[config.mk]
export PLATFORM = sky130hd
export DESIGN_NAME = rle_channel_arbiter_flat
export DESIGN_NICKNAME = d
export VERILOG_FILES = /design/src/rtl/rle_channel_arbiter_if.sv /design/src/rtl/rle_channel_arbiter.sv /design/src/flat_wrapper.sv
export SDC_FILE = /design/constraint.sdc
export NUM_CORES = 1
export LEC_CHECK = 0
export BUFFER_PORTS_ARGS = -buffer_cell sky130_fd_sc_hd__buf_2
export CAP_MARGIN = 5
export CORE_MARGIN = 2
export CORE_UTILIZATION = 45
export CTS_CLUSTER_DIAMETER = 60
export CTS_CLUSTER_SIZE = 16
export DETAILED_ROUTE_END_ITERATION = 6
export PLACE_DENSITY = 0.7
export SKIP_LAST_GASP = 1
export SLEW_MARGIN = 15
export SYNTH_ARGS = -nofsm -noshare
export SYNTH_HDL_FRONTEND = slang
export SYNTH_SLANG_ARGS = --single-unit
[constraint.sdc]
create_clock -name fast_clk -period 5.8 [get_ports fast_clk]
set_input_delay 0.58 -clock fast_clk [delete_from_list [all_inputs] [get_ports fast_clk]]
set_output_delay 0.58 -clock fast_clk [all_outputs]
set_load 0.03 [all_outputs]
[src/rtl/rle_channel_arbiter_if.sv]
// ---------------------------------------------------------------------------
// rle_channel_arbiter_if
// Bundle between the two capture front-ends, the shared RunLengthEncoder and
// the channel arbiter.
//   req0_* / req1_*  : per-channel byte stream (valid/data/last in, ready out)
//   enc_*            : paced byte, strobe, flush and owner channel to the
//                      encoder; enc_idle back from the encoder
//   busy, timeout_err: arbiter status
// The slave modport is the arbiter's view; master is the environment's view.
// ---------------------------------------------------------------------------
interface rle_channel_arbiter_if;
    logic       req0_valid;
    logic [7:0] req0_data;
    logic       req0_last;
    logic       req0_ready;
    logic       req1_valid;
    logic [7:0] req1_data;
    logic       req1_last;
    logic       req1_ready;
    logic [7:0] enc_data_in;
    logic       enc_strobe;
    logic       enc_flush;
    logic       enc_chan;
    logic       enc_idle;
    logic       busy;
    logic       timeout_err;

    modport slave (
        input  req0_valid, req0_data, req0_last,
        input  req1_valid, req1_data, req1_last,
        input  enc_idle,
        output req0_ready, req1_ready,
        output enc_data_in, enc_strobe, enc_flush, enc_chan,
        output busy, timeout_err
    );

    modport master (
        output req0_valid, req0_data, req0_last,
        output req1_valid, req1_data, req1_last,
        output enc_idle,
        input  req0_ready, req1_ready,
        input  enc_data_in, enc_strobe, enc_flush, enc_chan,
        input  busy, timeout_err
    );
endinterface

[src/rtl/rle_channel_arbiter.sv]
// ---------------------------------------------------------------------------
// rle_channel_arbiter
// Shares one RunLengthEncoder between two byte-stream requesters. Whole
// packets are granted round-robin; bytes are paced into the encoder with at
// least BYTE_GAP fast_clk cycles between enc_strobe pulses. After a packet's
// last byte the encoder is flushed, and the arbiter waits (bounded by
// FLUSH_TIMEOUT cycles) for enc_idle before arbitrating again.
// Ports:
//   fast_clk : sole clock, rising edge
//   reset    : asynchronous, active-low
//   bus      : rle_channel_arbiter_if.slave (requesters, encoder, status)
// ---------------------------------------------------------------------------
module rle_channel_arbiter #(
    parameter int unsigned BYTE_GAP      = 4,   // 1..15
    parameter int unsigned FLUSH_TIMEOUT = 15   // 1..255
) (
    input  logic                  fast_clk,
    input  logic                  reset,
    rle_channel_arbiter_if.slave  bus
);

    typedef enum logic [1:0] {
        IDLE      = 2'd0,
        XFER      = 2'd1,
        FLUSH_GAP = 2'd2,
        WAIT_IDLE = 2'd3
    } state_t;

    localparam logic [3:0] GAP_RELOAD = 4'(BYTE_GAP - 1);
    localparam logic [7:0] WAIT_LIMIT = 8'(FLUSH_TIMEOUT - 1);

    state_t     state, state_nxt;
    logic       grant;
    logic       last_served;
    logic [3:0] gap_cnt;
    logic [7:0] wait_cnt;
    logic [7:0] data_q;
    logic       strobe_q;
    logic       timeout_q;

    logic       sel_valid, sel_last;
    logic [7:0] sel_data;
    logic       any_valid, pick;
    logic       gap_zero, handshake, wait_exit;
    logic       ready0, ready1, flush, busy_o;

    // Mux the granted channel's stream.
    always_comb begin
        sel_valid = bus.req0_valid;
        sel_last  = bus.req0_last;
        sel_data  = bus.req0_data;
        if (grant) begin
            sel_valid = bus.req1_valid;
            sel_last  = bus.req1_last;
            sel_data  = bus.req1_data;
        end
    end

    // Round-robin: on contention the channel not served last wins.
    always_comb begin
        any_valid = bus.req0_valid | bus.req1_valid;
        if (bus.req0_valid && bus.req1_valid) pick = ~last_served;
        else                                  pick = bus.req1_valid;
    end

    assign gap_zero  = (gap_cnt == '0);
    assign handshake = (state == XFER) && gap_zero && sel_valid;
    // Idle wins over a coinciding timeout; both leave WAIT_IDLE.
    assign wait_exit = bus.enc_idle || (wait_cnt == WAIT_LIMIT);

    // State register
    always_ff @(posedge fast_clk or negedge reset) begin
        if (!reset) state <= IDLE;
        else        state <= state_nxt;
    end

    // Next-state logic
    always_comb begin
        state_nxt = state;
        case (state)
            IDLE:      if (any_valid)             state_nxt = XFER;
            XFER:      if (handshake && sel_last) state_nxt = FLUSH_GAP;
            FLUSH_GAP: if (gap_zero)              state_nxt = WAIT_IDLE;
            WAIT_IDLE: if (wait_exit)             state_nxt = IDLE;
            default:                              state_nxt = IDLE;
        endcase
    end

    // Output logic
    always_comb begin
        ready0 = (state == XFER) && !grant && gap_zero;
        ready1 = (state == XFER) &&  grant && gap_zero;
        flush  = (state == FLUSH_GAP) && gap_zero;
        busy_o = (state != IDLE);
    end

    // Datapath, pacing counter, wait counter and arbitration history.
    always_ff @(posedge fast_clk or negedge reset) begin
        if (!reset) begin
            grant       <= 1'b0;
            last_served <= 1'b1;
            gap_cnt     <= '0;
            wait_cnt    <= '0;
            data_q      <= '0;
            strobe_q    <= 1'b0;
            timeout_q   <= 1'b0;
        end else begin
            strobe_q <= handshake;
            if (handshake) begin
                data_q  <= sel_data;
                gap_cnt <= GAP_RELOAD;
            end else if (!gap_zero) begin
                gap_cnt <= gap_cnt - 4'd1;
            end

            if (state == IDLE && any_valid) grant <= pick;

            if (state == WAIT_IDLE) begin
                if (wait_exit) begin
                    wait_cnt    <= '0;
                    last_served <= grant;
                    if (!bus.enc_idle) timeout_q <= 1'b1;
                end else begin
                    wait_cnt <= wait_cnt + 8'd1;
                end
            end
        end
    end

    assign bus.req0_ready  = ready0;
    assign bus.req1_ready  = ready1;
    assign bus.enc_data_in = data_q;
    assign bus.enc_strobe  = strobe_q;
    assign bus.enc_flush   = flush;
    assign bus.enc_chan    = grant;
    assign bus.busy        = busy_o;
    assign bus.timeout_err = timeout_q;

endmodule
[src/flat_wrapper.sv]
// flat-port wrapper written by rule: the top's interface ports become plain ports
module rle_channel_arbiter_flat 
#(
    parameter int unsigned BYTE_GAP      = 4,           
    parameter int unsigned FLUSH_TIMEOUT = 15            
)
  (fast_clk, reset, bus_req0_valid, bus_req0_data, bus_req0_last, bus_req1_valid, bus_req1_data, bus_req1_last, bus_enc_idle, bus_req0_ready, bus_req1_ready, bus_enc_data_in, bus_enc_strobe, bus_enc_flush, bus_enc_chan, bus_busy, bus_timeout_err);
  rle_channel_arbiter_if bus_i ();
  input  logic fast_clk;
  input  logic reset;
  input wire logic [$bits(bus_i.req0_valid)-1:0] bus_req0_valid;
  input wire logic [$bits(bus_i.req0_data)-1:0] bus_req0_data;
  input wire logic [$bits(bus_i.req0_last)-1:0] bus_req0_last;
  input wire logic [$bits(bus_i.req1_valid)-1:0] bus_req1_valid;
  input wire logic [$bits(bus_i.req1_data)-1:0] bus_req1_data;
  input wire logic [$bits(bus_i.req1_last)-1:0] bus_req1_last;
  input wire logic [$bits(bus_i.enc_idle)-1:0] bus_enc_idle;
  output wire logic [$bits(bus_i.req0_ready)-1:0] bus_req0_ready;
  output wire logic [$bits(bus_i.req1_ready)-1:0] bus_req1_ready;
  output wire logic [$bits(bus_i.enc_data_in)-1:0] bus_enc_data_in;
  output wire logic [$bits(bus_i.enc_strobe)-1:0] bus_enc_strobe;
  output wire logic [$bits(bus_i.enc_flush)-1:0] bus_enc_flush;
  output wire logic [$bits(bus_i.enc_chan)-1:0] bus_enc_chan;
  output wire logic [$bits(bus_i.busy)-1:0] bus_busy;
  output wire logic [$bits(bus_i.timeout_err)-1:0] bus_timeout_err;
  assign bus_i.req0_valid = bus_req0_valid;
  assign bus_i.req0_data = bus_req0_data;
  assign bus_i.req0_last = bus_req0_last;
  assign bus_i.req1_valid = bus_req1_valid;
  assign bus_i.req1_data = bus_req1_data;
  assign bus_i.req1_last = bus_req1_last;
  assign bus_i.enc_idle = bus_enc_idle;
  assign bus_req0_ready = bus_i.req0_ready;
  assign bus_req1_ready = bus_i.req1_ready;
  assign bus_enc_data_in = bus_i.enc_data_in;
  assign bus_enc_strobe = bus_i.enc_strobe;
  assign bus_enc_flush = bus_i.enc_flush;
  assign bus_enc_chan = bus_i.enc_chan;
  assign bus_busy = bus_i.busy;
  assign bus_timeout_err = bus_i.timeout_err;
  rle_channel_arbiter #(.BYTE_GAP(BYTE_GAP), .FLUSH_TIMEOUT(FLUSH_TIMEOUT)) u_core (.fast_clk(fast_clk), .reset(reset), .bus(bus_i));
endmodule
**Yosys cells after proc, flatten, opt, wreduce, memory -nomap -nowiden**

Cells that the tools add are included.
Widths: inputs -> output; s select.

- Register bits: 26
- Bits of input ports: 23
- Output and inout port bits: 15
- Word-level logic and storage cells: 52

- $add $sub $neg: 2
- Eq/ne operators: 9
- Muxes and demuxes: 12
- Bitwise gates (word level): 3
- Reduce and logical (&&, ||, !) cells: 18

Operators with widths:

| operator | number |
|---|---|
| $mux 8 | 2 |
| $logic_and 1x1->1 | 10 |
| $add 8x1->8 const B | 1 |
| $eq 8x4->1 const B | 1 |
| $mux 2 | 4 |
| $mux 4 | 2 |
| $pmux 2 s4 | 1 |
| $ne 2x1->1 const B | 3 |
| $eq 2x2->1 const B | 2 |
| $logic_not 4->1 | 1 |
| $ne 2x2->1 const B | 2 |
| $reduce_and 4->1 | 1 |
| $sub 4x1->4 const B | 1 |
| $mux 1 | 3 |
| $reduce_and 3->1 | 1 |
| $eq 2x1->1 const B | 1 |
| $logic_not 2->1 | 1 |
| $not 1->1 | 2 |
| $reduce_and 2->1 | 1 |
| $reduce_bool 2->1 | 1 |
| $logic_not 1->1 | 1 |
| $logic_or 1x1->1 | 1 |
| $or 1x1->1 | 1 |

**Depth between registers and ports, before layout**

Gate-level depths: netlist of run 1.

- Word-level depth: 6
- Gate-level depth with buffers: 8
- Depth with buffers taken out: 7

**Worst setup path before layout of run 1**

OpenSTA, ideal clock, no wires.

- Path kind: reg-to-output
- Start point: register u_core.grant, in the netlist u_core.bus.enc_chan
- End point: output port bus_req1_ready
- Arrival: 1.485 ns
- Data required time: 5.220 ns
- Setup slack: 3.735 ns
- Stages on the path, launching flop included: 4
- Buffers on the path: 2
- Path through: dfrtp_1 buf_2 buf_1 and3_1

- Word-level cells in the longest chain between the ends: 2

RTL lines:

| what | line | RTL |
|---|---|---|
| start: declaration | rle_channel_arbiter.sv:33 | `logic grant;` |
| start signal: assignment | rle_channel_arbiter.sv:116 | `if (state == IDLE && any_valid) grant <= pick;` |
| $logic_and 1x1->1 (2 in series) | rle_channel_arbiter.sv:92 | `ready1 = (state == XFER) && grant && gap_zero;` |
| end: declaration | flat_wrapper.sv:19 | `output wire logic [$bits(bus_i.req1_ready)-1:0] bus_req1_ready;` |

No other way between the ends.

**Worst setup path after layout of run 1**

- Start point: register u_core.gap_cnt[0]
- End point: output port bus_req1_ready

- Word-level cells in the longest chain between the ends: 2

RTL lines:

| what | line | RTL |
|---|---|---|
| start: declaration | rle_channel_arbiter.sv:35 | `logic [3:0] gap_cnt;` |
| start signal: assignment | rle_channel_arbiter.sv:113 | `gap_cnt <= gap_cnt - 4'd1;` |
| $logic_not 4->1 | rle_channel_arbiter.sv:66 | `assign gap_zero = (gap_cnt == '0);` |
| $logic_and 1x1->1 | rle_channel_arbiter.sv:92 |  |

No other way between the ends.

==> flow_summary.toml, run 1 <==
[worst_setup_path]
slowest_delay_ns = 0.44
cp-end-kind = "output pin"
required_ns = 5.22
crit_path_max_fanout = 6
crit_slowest_cell = "dfrtp_1"
path_cells = "inv_1 -> ha_1 -> nor3b_2 -> and3_1 -> buf_2"
critPathLaunchType = "flop"
critPathKind = "reg -> out"
arrival_ns = 1.83

[layout]
syn2layout_area_growth_pct = 17.0
drive_above_1_share_pct = 28.6
multi_input_area_um2 = 661
utilization_pct = 53.9
seq_area_um2 = 652
diodes = 0
layout.nets = 200
fillers = 273

[clock_tree]
ctsHoldBuffers = 0
clk_pin_slew_ns = 0.14
tritoncts = "yes"
htree_levels = 1
cts_resized = 0
clock-sinks = 26
root_buffer = "clkbuf_4"
cts_setup_buffers = 0
cts_buffers = 3
clockBufferDepth = 2
clkLatencyLatePin_ns = 0.32

[floorplanning]
die_w_um = 59.2
initial_utilization_pct = 46.1
core_um2 = 2980
rows = 20
die_area_um2 = 3510
die_y_um = 59.2
pin_count = 38

[power]
p_leak_nw = 0.837
power_per_cell_area_nw_per_um2 = 511
ir_drop_mv = 0.322

[routing]
viasPerCell = 5.17
drtIter0Drc = 25
vias = 1039
drc = 0
first_pass_iters = 4
ant_nets = 0
wl_mm = 2.53
wl_per_cell_um = 12.6

[place]
gp_congestion = 0.786
port-buffer-count = 37
dpl.hpwl_mm = 2.00

[global_routing]
grt_overflow_total = 0
grt_pass1_wl_mm = 4.13
use_met3_pct = 4.80
antenna_found_initial = 0
grt_max_degree = 27
gr-usage-met2_pct = 27.8
grt.busiest_layer = "met2"
grt.total_usage_pct = 15.4
grtUsageMet1_pct = 18.3
first_global_vias = 983

[yosys]
yosysTopAreaCell = "dfrtp_1"
synth_top_cell_area_share_pct = 45.6
postSynthCellCount = 133
syn-cell-area_um2 = 1370
syn_avg_cell_area_um2 = 10.3
synth_seq_area_share_pct = 47.5
ys_warn_count = 0
synth_seq_cells = 26
yosys.cell_types.count = 32
syn_nets = 164
synthTopCellsByArea = "dfrtp_1, mux2i_1, ha_1"

[timing]
setup_viol = 0
fmax_mhz = 414
min_period_ns = 2.41
hold_viol = 0
worstMarginPinSlew_ns = 0.642
rsz0062_at_grt = "no"
tns_ns = 0
slew-limit-headroom_pct = 57.2
slew_viol_final = 0
finalClockSkew_ns = 0.00385
finalCritPeriodShare_pct = 41.6

[flow_run]
max-cap-violations = 0

[hold_path]
hp-class = "in -> async"

[run_status]
status = "finished, final reports clean"
per-layer routing:
metal / wire, um / up-vias / part of all wire, %
met3: 127 / 0 / 5.0
met2: 1320 / 22 / 52
met1: 1080 / 498 / 43
met5: 0 / - / 0
met4: 0 / 0 / 0
li1: - / 519 / -
synthesized netlist by cell type, drive strengths merged:
master  instances
a21o            2
a21oi          12
a221oi          1
a31oi           1
a32o            1
and2            1
and3            4
buf             5
clkbuf          1
dfrtp          25
dfstp           1
ha              8
inv             8
mux2            3
mux2i          11
nand2          10
nand2b          1
nand3           1
nand4           3
nor2           20
nor2b           1
nor3            2
nor3b           1
o21ai           1
o22ai           1
or3             1
or3b            1
xor2            6
final cells by class:
cell class,count,area share (%)
Clock buffer,4,2.26
Inverter,8,1.87
Multi-Input combinational cell,93,41.2
Sequential cell,26,40.6
Tap cell,33,2.57
Timing Repair Buffer,37,11.5
state kept, by name, indices dropped and copies added, names as in the netlist:
signal / cells
u_core.bus.enc_data_in: 8
u_core.wait_cnt: 8
u_core.gap_cnt: 4
u_core.state: 2
u_core.bus.enc_chan: 1
u_core.bus.enc_strobe: 1
u_core.bus.timeout_err: 1
u_core.last_served: 1
cells in the final DEF, fill, tap and decap left out, drive strengths merged:
| cell | n |
|---|---|
| and3 | 4 |
| nor3b | 1 |
| inv | 8 |
| dfstp | 1 |
| a221oi | 1 |
| nor3 | 2 |
| mux2i | 11 |
| nand2 | 10 |
| ha | 8 |
| nand3 | 1 |
| o21ai | 1 |
| o22ai | 1 |
| or3b | 1 |
| xor2 | 6 |
| mux2 | 3 |
| dfrtp | 25 |
| nand2b | 1 |
| a32o | 1 |
| and2 | 1 |
| buf | 37 |
| nor2b | 1 |
| a21oi | 12 |
| a21o | 2 |
| nand4 | 3 |
| or3 | 1 |
| nor2 | 20 |
| clkbuf | 4 |
| a31oi | 1 |
through the flow:
step	setup WS, ns	instances	power (mW)	instance area, um2	hold WS (ns)
after floorplan	3.73	133	0.633	1370	0.284
after global placement	3.84	197	0.718	1570	0.440
after detailed placement	3.68	197	0.737	1570	0.443
after CTS	3.40	201	0.829	1610	0.244
after global routing	3.22	201	0.881	1610	0.256
final	3.39	201	0.820	1610	0.232
path summary, 6_finish.rpt:
check | from | to | slack (ns) | depth (start not counted)
max | u_core.gap_cnt[0] | bus_req1_ready | 3.39 | 5
min in group fast_clk | u_core.bus.timeout_err | u_core.bus.timeout_err | 0.47 | 1
max reg2reg | u_core.gap_cnt[0] | u_core.gap_cnt[1] | 3.65 | 7
max in group asynchronous | reset | u_core.last_served | 5.20 | 1
min reg2reg | u_core.bus.timeout_err | u_core.bus.timeout_err | 0.47 | 1
min | reset | u_core.gap_cnt[2] | 0.23 | 1
worst max-delay path, delay by kind of cell, from the launching register on:
family / cells / cell delay [ns]
adders and majority gates: 1 / 0.21
DFF: 1 / 0.44
and+or+nand+nor: 2 / 0.60
buffers and inverters: 2 / 0.27
power breakdown:
part	switching, mW	internal [mW]	total (mW)
clock	0.0520	0.0384	0.0903
combinational	0.234	0.166	0.399
sequential	0.0732	0.257	0.330
total	0.359	0.461	0.820
kinds of logic (layout without fill, tap and decap cells):
logic type,count (synthesis),in the layout,synth area share [%]
AND/OR/NAND/NOR,46,46,15.9
flip-flops,26,26,47.5
AO/OA/AOI/OAI,19,19,10.4
multiplexers,14,14,10.8
buffers and inverters,14,49,4.38
adder cells (fa/ha/maj),8,8,7.29
XOR/XNOR,6,6,3.83
No activity file was read; power rests on OpenSTA's default activity.
==> run 2, diff against run 1 <==
--- a/config.mk
+++ b/config.mk
@@ -5,6 +5,7 @@
 export SDC_FILE = /design/constraint.sdc
 export NUM_CORES = 1
 export LEC_CHECK = 0
+export ABC_AREA = 1
 export BUFFER_PORTS_ARGS = -buffer_cell sky130_fd_sc_hd__buf_2
 export CAP_MARGIN = 5
 export CORE_MARGIN = 2
@@ -12,7 +13,7 @@
 export CTS_CLUSTER_DIAMETER = 60
 export CTS_CLUSTER_SIZE = 16
 export DETAILED_ROUTE_END_ITERATION = 6
-export PLACE_DENSITY = 0.7
+export PLACE_DENSITY = 0.73
 export SKIP_LAST_GASP = 1
 export SLEW_MARGIN = 15
 export SYNTH_ARGS = -nofsm -noshare
==> constraint.sdc (replaced) <==
create_clock -name fast_clk -period 2 [get_ports fast_clk]
set_input_delay 0.2 -clock fast_clk [delete_from_list [all_inputs] [get_ports fast_clk]]
set_output_delay 0.2 -clock fast_clk [all_outputs]
set_load 0.03 [all_outputs]
==> run 2 against run 1 <==
Sequential share of layout area decreased by 2.0 points. Largest cell class unchanged. Critical endpoint is now bus_req0_ready. Cell count is 24% higher. Clock power rose to 3.0 times the previous value. Critical path type unchanged.
==> flow_summary.toml, run 2 <==
[yosys]
synth_seq_area_share_pct = 45.8
syn-cell-area_um2 = 1420
yosys.cell_types.count = 30
syn_avg_cell_area_um2 = 8.58
yosysTopAreaCell = "dfrtp_1"
yosys_most_used_dff = "dfrtp_1"
synth_top_cell_area_share_pct = 43.9
syn_nets = 197
synth_most_common_cell = "nand2_1"
synth_seq_cells = 26
synth_edf_count = 0
synthTopCellsByArea = "dfrtp_1, nand2_1, ha_1"
ys_top_cells_by_count = "nand2_1, dfrtp_1, nor2_1, inv_1, ha_1"
ys_warn_count = 0
postSynthCellCount = 166
async_flop_share_pct = 100

[timing]
finalCritPeriodShare_pct = 89.7
slew_viol_final = 0
worstMarginPinSlew_ns = 0.583
setup_viol = 0
tns_ns = 0
fmax_mhz = 558
finalClockSkew_ns = 0.00521
slew-limit-headroom_pct = 61.1
min_period_ns = 1.79
rsz0062_at_grt = "no"
hold_viol = 0

[worst_setup_path]
critPathLaunchType = "flop"
required_ns = 1.80
crit_path_max_fanout = 4
rr_endpoint = "u_core.state[1]"
critPathKind = "reg -> out"
reg2reg_depth = 9
r2r_start = "u_core.state[1]"
cp-end-kind = "output pin"
crit_slowest_cell = "dfrtp_1"
r2r_slack_ns = 0.39
arrival_ns = 1.59
endpoint = "bus_req0_ready"
setup.worst_path.start = "u_core.state[1]"
path_cells = "inv_1 -> ha_1 -> nand3_4 -> nor2_1 -> buf_2"
slowest_delay_ns = 0.44

[floorplanning]
die_y_um = 60.3
initial_utilization_pct = 47.0
rows = 20
pin_count = 38
core_um2 = 3030
die_area_um2 = 3630
die_w_um = 60.3

[power]
pwr-share-clk_pct = 11.3
total_power_mw = 2.39
pwr-share-seq_pct = 39.3
p_leak_nw = 0.883
swShare_pct = 46.5
power.switching_mw = 1.11
internal-power_mw = 1.28
ir_drop_mv = 1.09
power_per_cell_area_nw_per_um2 = 1420
combPwrFrac_pct = 49.4

[flow_run]
max-cap-violations = 0

[global_routing]
grt_max_degree = 27
grt.total_usage_pct = 18.1
grt_pass1_wl_mm = 4.89
antenna_found_initial = 0
first_global_vias = 1174
grt_overflow_total = 0

[clock_tree]
tritoncts = "yes"
clock-sinks = 26
clk_pin_slew_ns = 0.14
cts_setup_buffers = 0
htree_levels = 1
clkLatencyLatePin_ns = 0.33
cts_resized = 0
clockBufferDepth = 2
ctsHoldBuffers = 1
root_buffer = "clkbuf_4"
cts_buffers = 3

[routing]
ant_nets = 0
drc = 0
vias = 1167
viasPerCell = 4.69
wl_mm = 2.79
first_pass_iters = 4
drtIter0Drc = 40
wl_per_cell_um = 11.2

[layout]
fillers = 289
utilization_pct = 55.8
mostFrequentLayoutCell = "nand2_1"
diodes = 0
final_cell_mix = "nand2_1, buf_2, dfrtp_1, nor2_1, inv_1"
syn2layout_area_growth_pct = 18.6
drive_above_1_share_pct = 27.8
layout.nets = 237

[run_status]
status = "finished, final reports clean"

[hold_path]
hp-class = "in -> reg"
whs_path_depth = 2

[place]
gp_congestion = 0.846
dpl.hpwl_mm = 2.11
port-buffer-count = 37
[run 2: cell count changes after synthesis, moves of 4 or more]
cell,previous run,this run
and3_1,4,0
nand2_1,10,38
nand3_1,1,6
a21oi_1,10,4
mux2i_1,11,1
inv_1,8,17
a31oi_1,0,7
[run 2: metal layers]
metal	vias up	global-route usage [%]	wire, um
li1	605	-	-
met1	520	23.4	1390
met2	38	29.0	1200
met3	4	3.03	150
met4	0	8.89	45
met5	-	0	0
[run 2: power groups by stage]
stage | Sequential, mW | Combinational [mW] | Clock (mW)
2_1_floorplan | 1.09 | 0.737 | 0
3_3_place_gp | 0.952 | 1.16 | 0
3_5_place_dp | 0.949 | 1.19 | 0
4_1_cts | 0.941 | 1.19 | 0.277
5_1_grt | 0.971 | 1.35 | 0.295
6_report | 0.940 | 1.18 | 0.270
[run 2: worst min path at each step]
stage	startpoint	end
floorplan	reset	u_core.bus.enc_chan
global placement	reset	u_core.gap_cnt[2]
detailed placement	reset	u_core.wait_cnt[3]
CTS	bus_enc_idle	u_core.bus.timeout_err
global route	bus_enc_idle	u_core.bus.timeout_err
finish	bus_enc_idle	u_core.bus.timeout_err
[run 2: metrics by stage]
step                setup WS, ns  area, um2  cells  hold slack (ns)
floorplan                  0.526       1420    166          -0.0956
global placement           0.454       1640    244            0.237
detailed placement         0.419       1640    244            0.240
CTS                        0.187       1690    249           0.0398
global route              0.0907       1690    249           0.0438
finish                     0.206       1690    249           0.0458
[run 2: worst max-delay path: cells and delay by family (launching register included)]
family | cells | cell delay (ns)
flops | 1 | 0.44
fa+ha+maj | 1 | 0.24
simple gates | 2 | 0.26
buf+inv | 2 | 0.33
[run 2: cells by family after synthesis]
group	count (synthesis)	synth area share, %
compound gates	18	7.64
buf+inv	24	7.29
mux	1	0.703
flops	26	45.8
simple gates	82	27.2
fa+ha+maj	8	7.03
xor+xnor	7	4.31
[run 2: final cells by class]
class / instances / area (um2) / area share, %
sequential: 26 / 652 / 38.6
tap: 44 / 55.1 / 3.26
timing repair buffer: 39 / 203 / 12.0
clock buffer: 4 / 36.3 / 2.15
multi-input combinational: 116 / 668 / 39.6
inverter: 20 / 75.1 / 4.44
==> run 3, diff against run 2 <==
--- a/config.mk
+++ b/config.mk
@@ -14,6 +14,7 @@
 export CTS_CLUSTER_SIZE = 16
 export DETAILED_ROUTE_END_ITERATION = 6
 export PLACE_DENSITY = 0.73
+export SETUP_SLACK_MARGIN = 0.4
 export SKIP_LAST_GASP = 1
 export SLEW_MARGIN = 15
 export SYNTH_ARGS = -nofsm -noshare
==> run 3 against run 2 <==
Flip-flop and latch count did not move. Largest power group unchanged. Maximum frequency up 11%. Die area unchanged. Highest routed layer unchanged. Cell count rose by 6.0%.
==> flow_summary.toml, run 3 (synthesis gave the netlist of run 2 again) <==
[run_status]
status = "finished, final reports clean"

[global_routing]
first_global_vias = 1196
grt_overflow_total = 0
antenna_found_initial = 0
grt_pass1_wl_mm = 5.06
grt_max_degree = 27
grt.total_usage_pct = 18.8

[layout]
diodes = 0
fillers = 275
mostFrequentLayoutCell = "nand2_1"
layout.nets = 252
final_cell_mix = "nand2_1, buf_2, dfrtp_1, nor2_1, buf_4"
drive_above_1_share_pct = 38.2
syn2layout_area_growth_pct = 31.5

[clock_tree]
htree_levels = 1
clockBufferDepth = 2
tritoncts = "yes"
cts_buffers = 3
clk_pin_slew_ns = 0.14
root_buffer = "clkbuf_4"
clkLatencyLatePin_ns = 0.32
clock-sinks = 26

[power]
power_per_cell_area_nw_per_um2 = 1430
pwr-share-clk_pct = 10.0
power.switching_mw = 1.22
ir_drop_mv = 1.01
pwr-share-seq_pct = 34.7
swShare_pct = 45.4
p_leak_nw = 0.957
combPwrFrac_pct = 55.3
internal-power_mw = 1.46

[timing]
finalClockSkew_ns = 0.00373
tns_ns = 0
worstMarginPinSlew_ns = 0.585
hold_viol = 0
slew-limit-headroom_pct = 61.0
slew_viol_final = 0
rsz0062_at_grt = "yes"
fmax_mhz = 617
setup_viol = 0
finalWorstSetupSlack_ns = 0.379
min_period_ns = 1.62
finalCritPeriodShare_pct = 81.0

[worst_setup_path]
arrival_ns = 1.42
crit_path_max_fanout = 4
critPathLaunchType = "flop"
path_cells = "inv_2 -> ha_4 -> nand3_4 -> nor2_4 -> buf_6"
r2r_slack_ns = 0.54
reg2reg_depth = 7
critPathKind = "reg -> out"
cp-end-kind = "output pin"
required_ns = 1.80
crit_slowest_cell = "dfrtp_1"
r2r_start = "u_core.state[0]"
critPathTopFamily = "flip-flops"
cp_num_buf_inv = 2
rr_endpoint = "u_core.wait_cnt[6]"
slowest_delay_ns = 0.43

[floorplanning]
core_um2 = 3030
pin_count = 38
initial_utilization_pct = 47.0
die_w_um = 60.3
die_y_um = 60.3
rows = 20
die_area_um2 = 3630

[place]
pre_cts_slack_ns = 0.419
gp_congestion = 0.846
dpl.hpwl_mm = 2.11
port-buffer-count = 37

[hold_path]
whs_path_depth = 2
min_to = "u_core.bus.timeout_err"
hold_start = "bus_enc_idle"
hp-class = "in -> reg"

[routing]
vias = 1266
first_pass_iters = 4
drtIter0Drc = 52
wl_per_cell_um = 11.8
ant_nets = 0
drc = 0
viasPerCell = 4.80
wl_mm = 3.10

[flow_run]
max-cap-violations = 0
run 3: cell types whose count changed in the layout (fill, tap and decap cells not counted), sizes merged:
cell,change
buf,+15
run 3: worst max path at each step:
stage / from / end / slack, ns / depth (start not counted)
6_report: u_core.state[1] / bus_req0_ready / 0.38 / 5
5_1_grt: u_core.gap_cnt[0] / bus_req0_ready / 0.31 / 5
4_1_cts: u_core.state[1] / bus_req0_ready / 0.39 / 5
3_5_place_dp: u_core.state[1] / u_core.state[1] / 0.42 / 9
3_3_place_gp: u_core.state[1] / u_core.state[0] / 0.45 / 9
2_1_floorplan: u_core.state[0] / u_core.state[1] / 0.53 / 8
run 3: area by class of cell:
| class | instances | area (um2) | share of cell area, % |
|---|---|---|---|
| multi-input combinational | 116 | 722 | 38.5 |
| sequential | 26 | 654 | 34.9 |
| timing repair buffer | 54 | 330 | 17.6 |
| inverter | 20 | 75.1 | 4.01 |
| tap | 44 | 55.1 | 2.94 |
| clock buffer | 4 | 36.3 | 1.94 |
run 3: repair_timing:
action / in CTS / in global routing
resized for setup: 17 / 4
hold buffers: 1 / 0
endpoints found under the hold margin: 25 / 0
buffers inserted: 3 / 12
endpoints found under the setup margin: 5 / 5
pin swaps: 0 / 0
run 3: per-layer routing:
metal  vias up  part of all wire [%]  GRT usage [%]
met2        48                    46           30.3
met4         0                   2.1           10.2
met5         -                     0              0
li1        636                     -              -
met1       576                    46           23.9
met3         6                   5.8           3.03
run 3: stage by stage:
step	hold slack (ns)	util, %	instance area [um2]	power [mW]	std cells
after floorplan	-0.0956	-	1420	1.82	166
after global placement	0.237	54.3	1640	2.12	244
after detailed placement	0.240	54.3	1640	2.14	244
after CTS	0.0398	58.2	1760	2.53	252
after global routing	0.0439	61.9	1870	2.91	264
final	0.0476	61.9	1870	2.68	264
run 3: worst reg2reg max path, delay by kind of cell, from the launching register on:
| kind | cells | cell delay (ns) |
|---|---|---|
| XOR/XNOR | 1 | 0.15 |
| adder cells (fa/ha/maj) | 1 | 0.28 |
| buffers and inverters | 2 | 0.22 |
| flip-flops | 1 | 0.47 |
| AND/OR/NAND/NOR | 3 | 0.25 |
run 3: power by group through the flow:
stage | Clock (mW) | Sequential [mW] | Combinational (mW)
after global routing | 0.295 | 0.950 | 1.66
after floorplan | 0 | 1.09 | 0.737
after CTS | 0.277 | 0.945 | 1.31
final | 0.269 | 0.929 | 1.48
after detailed placement | 0 | 0.949 | 1.19
after global placement | 0 | 0.952 | 1.16
